File: config.mk
export PLATFORM = sky130hd
export DESIGN_NAME = imem_load_ctrl
export DESIGN_NICKNAME = d
export VERILOG_FILES = /design/src/rtl/imem_load_ctrl.sv
export SDC_FILE = /design/constraint.sdc
export NUM_CORES = 1
export LEC_CHECK = 0
export CELL_PAD_IN_SITES_DETAIL_PLACEMENT = 0
export CELL_PAD_IN_SITES_GLOBAL_PLACEMENT = 1
export CORE_ASPECT_RATIO = 0.8
export CORE_MARGIN = 4
export CORE_UTILIZATION = 33
export DETAILED_ROUTE_END_ITERATION = 8
export PLACE_DENSITY = 0.76
export SYNTH_ARGS = -nofsm -noshare
export SYNTH_HDL_FRONTEND = slang
export SYNTH_SLANG_ARGS = --single-unit
File: constraint.sdc
create_clock -name clk -period 2.2 [get_ports clk]
set_clock_uncertainty 0.2 [all_clocks]
set_input_delay 0.44 -clock clk [delete_from_list [all_inputs] [get_ports clk]]
set_output_delay 0.44 -clock clk [all_outputs]
set_load 0.005 [all_outputs]
File: src/rtl/imem_load_ctrl.sv
// imem_load_ctrl: load/run sequencer for the core's byte-addressed instruction memory.
//
// A host streams a program image one byte per handshake into the memory. The image is
// verified against a mod-256 checksum before the core is released to fetch. While the
// image is absent, loading or bad, the core is stalled.
//
// Ports:
//   clk, rst        - clock, synchronous active-high reset
//   load_start      - begin a load (honoured in HALT and RUN only)
//   load_len        - image length in bytes, latched with load_start
//   load_csum       - expected mod-256 byte sum, latched with load_start
//   s_valid/s_data  - host byte stream; s_ready asserted throughout LOAD
//   mem_we/mem_waddr/mem_wdata - registered imem write port
//   core_pc         - core fetch byte address
//   mem_raddr       - imem read address (core_pc in RUN, else 0)
//   core_stall      - core must hold its PC (HALT, LOAD, CHECK)
//   load_done       - one-cycle pulse on entry to RUN
//   load_err        - sticky length/checksum failure flag
//   fetch_fault     - registered misaligned/out-of-range fetch flag, RUN only
module imem_load_ctrl #(
  parameter int unsigned ADDR_W = 7,
  parameter int unsigned LEN_W  = 8
) (
  input  logic              clk,
  input  logic              rst,
  input  logic              load_start,
  input  logic [LEN_W-1:0]  load_len,
  input  logic [7:0]        load_csum,
  input  logic              s_valid,
  input  logic [7:0]        s_data,
  output logic              s_ready,
  output logic              mem_we,
  output logic [ADDR_W-1:0] mem_waddr,
  output logic [7:0]        mem_wdata,
  input  logic [ADDR_W-1:0] core_pc,
  output logic [ADDR_W-1:0] mem_raddr,
  output logic              core_stall,
  output logic              load_done,
  output logic              load_err,
  output logic              fetch_fault
);

  localparam logic [1:0] StHalt  = 2'd0;
  localparam logic [1:0] StLoad  = 2'd1;
  localparam logic [1:0] StCheck = 2'd2;
  localparam logic [1:0] StRun   = 2'd3;

  localparam int unsigned Depth    = 1 << ADDR_W;
  localparam int unsigned LenExtW  = LEN_W + 1;
  localparam int unsigned AddrExtW = ADDR_W + 1;
  localparam logic [LEN_W:0]  DepthLen = LenExtW'(Depth);
  // Highest address from which a full 32-bit word can still be fetched.
  localparam logic [ADDR_W:0] PcMax    = AddrExtW'(Depth - 4);

  logic [1:0]        state_q, state_d;
  logic [ADDR_W-1:0] ptr_q, ptr_d;
  logic [7:0]        sum_q, sum_d;
  logic [LEN_W-1:0]  count_q, count_d;
  logic [7:0]        csum_q, csum_d;
  logic              err_q, err_d;
  logic              done_q, done_d;
  logic              we_q, we_d;
  logic [ADDR_W-1:0] waddr_q, waddr_d;
  logic [7:0]        wdata_q, wdata_d;
  logic              fault_q, fault_d;

  logic hs;
  logic len_bad;
  logic pc_bad;

  assign s_ready    = (state_q == StLoad);
  assign hs         = s_valid & s_ready;
  assign len_bad    = (load_len == '0) || ({1'b0, load_len} > DepthLen);
  assign pc_bad     = (core_pc[1:0] != 2'b00) || ({1'b0, core_pc} > PcMax);

  assign core_stall = (state_q != StRun);
  assign mem_raddr  = (state_q == StRun) ? core_pc : '0;
  assign mem_we     = we_q;
  assign mem_waddr  = waddr_q;
  assign mem_wdata  = wdata_q;
  assign load_done  = done_q;
  assign load_err   = err_q;
  assign fetch_fault = fault_q;

  always_comb begin
    state_d = state_q;
    ptr_d   = ptr_q;
    sum_d   = sum_q;
    count_d = count_q;
    csum_d  = csum_q;
    err_d   = err_q;
    done_d  = 1'b0;
    we_d    = 1'b0;
    waddr_d = waddr_q;
    wdata_d = wdata_q;
    case (state_q)
      StHalt, StRun: begin
        if (load_start) begin
          if (len_bad) begin
            err_d   = 1'b1;
            state_d = StHalt;
          end else begin
            err_d   = 1'b0;
            count_d = load_len;
            csum_d  = load_csum;
            ptr_d   = '0;
            sum_d   = '0;
            state_d = StLoad;
          end
        end
      end
      StLoad: begin
        if (hs) begin
          we_d    = 1'b1;
          waddr_d = ptr_q;
          wdata_d = s_data;
          // A full-depth image wraps the pointer to 0; the FSM leaves LOAD on the same
          // handshake, so no write follows.
          ptr_d   = ptr_q + 1'b1;
          sum_d   = sum_q + s_data;
          count_d = count_q - 1'b1;
          if (count_q == LEN_W'(1)) state_d = StCheck;
        end
      end
      StCheck: begin
        if (sum_q == csum_q) begin
          state_d = StRun;
          done_d  = 1'b1;
        end else begin
          err_d   = 1'b1;
          state_d = StHalt;
        end
      end
      default: state_d = StHalt;
    endcase
    // Only flag while RUN persists, so the flag is never visible outside RUN.
    fault_d = (state_q == StRun) && (state_d == StRun) && pc_bad;
  end

  always_ff @(posedge clk) begin
    if (rst) begin
      state_q <= StHalt;
      ptr_q   <= '0;
      sum_q   <= '0;
      count_q <= '0;
      csum_q  <= '0;
      err_q   <= 1'b0;
      done_q  <= 1'b0;
      we_q    <= 1'b0;
      waddr_q <= '0;
      wdata_q <= '0;
      fault_q <= 1'b0;
    end else begin
      state_q <= state_d;
      ptr_q   <= ptr_d;
      sum_q   <= sum_d;
      count_q <= count_d;
      csum_q  <= csum_d;
      err_q   <= err_d;
      done_q  <= done_d;
      we_q    <= we_d;
      waddr_q <= waddr_d;
      wdata_q <= wdata_d;
      fault_q <= fault_d;
    end
  end

endmodule
==> results of run 1 <==
[worst max-delay path, delay by kind of cell]
family	cells	cell delay, ns
buf+inv	4	0.71
simple gates	3	0.69
compound gates	3	0.36
[logic make-up (layout without fill, tap and decap cells)]
kind of cell / count (synthesis) / in the layout / share of synthesized area
xor gates and xnor gates: 18 / 18 / 0.05855
buffers and inverters: 30 / 122 / 0.05019
muxes: 12 / 12 / 0.04600
AOI/OAI and AO/OA: 75 / 75 / 0.1687
and+or+nand+nor: 127 / 127 / 0.2221
adders and majority gates: 14 / 14 / 0.06785
DFF: 52 / 52 / 0.3866
[state kept, by name, summed over array words and instances (netlist names)]
register / flops
mem_wdata: 8
load_done: 1
sum_q: 8
csum_q: 8
fetch_fault: 1
ptr_q: 7
mem_waddr: 7
mem_we: 1
load_err: 1
count_q: 8
state_q: 2
[final cells by class]
| cell class | instances | area (um^2) |
|---|---|---|
| flip-flops and latches | 52 | 1047 |
| well taps | 108 | 135.1 |
| repair buffers | 101 | 975.9 |
| clock inverters | 3 | 90.09 |
| fillers | 771 | 3904 |
| inverters | 13 | 48.80 |
| multi-input cells | 246 | 1677 |
| clock buffers | 5 | 68.82 |
[per-stage QoR]
step	area [um^2]	setup TNS (ns)	cells	util
global route	4043	-0.005034	528	0.5087
finish	4043	0	528	0.5087
CTS	3904	0	526	0.4913
detailed placement	3645	-14.27	517	0.4587
global placement	3645	-13.33	517	0.4587
floorplan	2693	0	328	-
[final timing paths]
kind                             startpoint                   endpoint  slack [ns]  cells past startpoint
setup reg to reg      sum_q[1]$_SDFFE_PP0P_      sum_q[7]$_SDFFE_PP0P_        0.13                      7
hold reg to reg   mem_waddr[4]$_SDFFE_PP0P_  mem_waddr[4]$_SDFFE_PP0P_        0.26                      2
setup / recovery                load_len[0]    count_q[0]$_SDFFE_PP0P_        0.05                     10
hold / removal                    s_data[5]  mem_wdata[5]$_SDFFE_PP0P_        0.24                      3
[timing repair]
item                                    CTS  global route
pin swaps                                15            18
gates cloned                              0             1
setup buffers                             2             1
endpoints found under the setup margin   41            35
resized for setup                        28            28
[synth_stat cells, types with 5 or more instances]
cell type / n / share of area
inv_1: 13 / 0.018
nand2_1: 52 / 0.072
nand3_1: 13 / 0.024
mux2i_1: 9 / 0.033
a21oi_1: 38 / 0.071
nand4_1: 6 / 0.014
dfxtp_1: 52 / 0.39
xor2_1: 12 / 0.039
nor3_1: 5 / 0.0093
and2_1: 14 / 0.033
o21ai_0: 13 / 0.024
nor2_1: 25 / 0.035
ha_1: 13 / 0.060
clkbuf_1: 11 / 0.015
xnor2_1: 6 / 0.020
[power by group]
part           internal (uW)  switching, uW  leakage [uW]
clock                    569            324     0.0000784
combinational            298            277       0.00121
sequential               985           43.8      0.000424
total                   1850            645       0.00171
[metal layers]
metal,share of wire,GRT usage,wire length [um]
met3,0.058,0.03720,423
met2,0.42,0.2163,3052
met4,0.0080,0.02408,58
met5,0,0,0
met1,0.51,0.2167,3707
[cells in the final DEF (no fill, tap or decap), types with 4 or more instances in the layout]
cell / netlist / final
xnor2_1: 6 / 6
a21oi_2: 1 / 6
nor2_1: 25 / 25
dlygate4sd2_1: 0 / 9
xor2_1: 12 / 12
inv_1: 13 / 13
mux2i_1: 9 / 9
clkbuf_8: 0 / 5
clkdlybuf4s50_1: 0 / 43
ha_1: 13 / 6
o21ai_0: 13 / 11
and2_1: 14 / 13
nand3_1: 13 / 12
a21oi_1: 38 / 33
nand4_1: 6 / 6
nand2_1: 52 / 51
ha_4: 0 / 6
buf_4: 1 / 34
dlymetal6s2s_1: 0 / 10
dfxtp_1: 52 / 49
nor3_1: 5 / 4
==> flow_metrics.py, run 1 <==
metrics = {
    "outcome": {
        "status": "finished clean",
    },
    "drt": {
        "wl_mm": 7.242,
        "vias_per_cell": 4.818,
        "drt_iter0_markers": 94,
        "wire_per_inst_um": 13.72,
        "ant_nets": 0,
        "drc": 0,
        "vias": 2544,
        "dr.pass1.iters": 4,
    },
    "synthesis": {
        "async_flop_share": 0,
        "syn-cell-area_mm2": 0.002693,
        "synth_top_flop_cell": "dfxtp_1",
        "syn_inst": 328,
        "synth.avg_cell_area_um2": 8.209,
        "synth-edff-count": 0,
        "ys_ff_latch": 52,
        "synthDistinctLibCells": 45,
        "syn_nets": 377,
        "yosysWarningCount": 0,
        "ys_seq_area_frac": 0.3866,
    },
    "clock_network": {
        "cts_tree": "yes",
        "cts_root_buf": "clkbuf_8",
        "cts_buffer_depth": 2,
        "clk-insertion-delay-late_ns": 0.31,
        "cts_made_buffers": 5,
        "hold_buffers": 0,
        "htree_levels": 2,
        "cts.sinks": 52,
        "clkTransAtPathRegs_ns": 0.10,
    },
    "worst_setup_path": {
        "critPathLaunchType": "input pin",
        "cp_slowest_cell": "nor4_4",
        "worstPathCellList": "dlygate4sd2_1 > nor4_4 > buf_4 > and3_4 > o31ai_4 > buf_4 > and2_4 > buf_6 > a31oi_1 > o21a_1",
        "crit_top_cell": "buf_4",
        "path_max_fanout": 7,
        "cpPeakStageDelay_ns": 0.34,
        "cp-end-kind": "register",
        "critPathKind": "input pin to register",
        "worstPathArrival_ns": 2.21,
        "crit_required_ns": 2.25,
    },
    "layout": {
        "n_antenna_cell": 0,
        "drive_gt1_frac": 0.1929,
        "area_delta_synth_final_pct": 50.14,
        "nNetsFinal": 468,
    },
    "timing": {
        "maxSlewHeadroom": 0.6950,
        "fin_crit_ns": 2.153,
        "slew_violations": 0,
        "max_freq_ghz": 0.4644,
        "hold_slack_ns": 0.2438,
        "layout_setup_ws_ns": 0.04652,
        "worst_slew_pin_slew_ns": 0.4533,
        "setup_viol": 0,
        "fin_crit_sh": 0.9789,
        "hold_viol": 0,
    },
    "global_routing": {
        "grt_pass1_vias": 2333,
        "grt_antenna_before_repair": 0,
        "grt_max_degree": 24,
        "grt_use_total": 0.1463,
        "grt_pass1_wl_mm": 11.34,
        "grt_overflow": 0,
    },
    "floorplan": {
        "io_pins": 63,
        "num_rows": 29,
        "fp.dieH_um": 88.79,
        "core_area_mm2": 0.007946,
        "die_w_um": 109.0,
        "start_util": 0.3388,
        "dieArea_mm2": 0.009677,
    },
    "place": {
        "dp_slack_ns": -0.5468,
        "numPortBuffers": 62,
        "dp_hpwl_mm": 5.350,
        "gp_congestion": 0.7859,
    },
    "pwr": {
        "total_power_uw": 2496,
        "p_leak_uw": 0.001713,
        "cellPowerDensity_mw_per_mm2": 617.5,
        "peakVddDrop_uv": 329.5,
    },
    "job": {
        "cap_violations": 0,
    },
    "min_path": {
        "hold_path.class": "input pin to register",
    },
}
(Power assumes the default switching activity.)
==> run 2: changes to the inputs <==
CTS_CLUSTER_SIZE = 14   (was default)
==> results of run 2 <==
The final DEF is identical to that of run 1; final timing and power are the same.
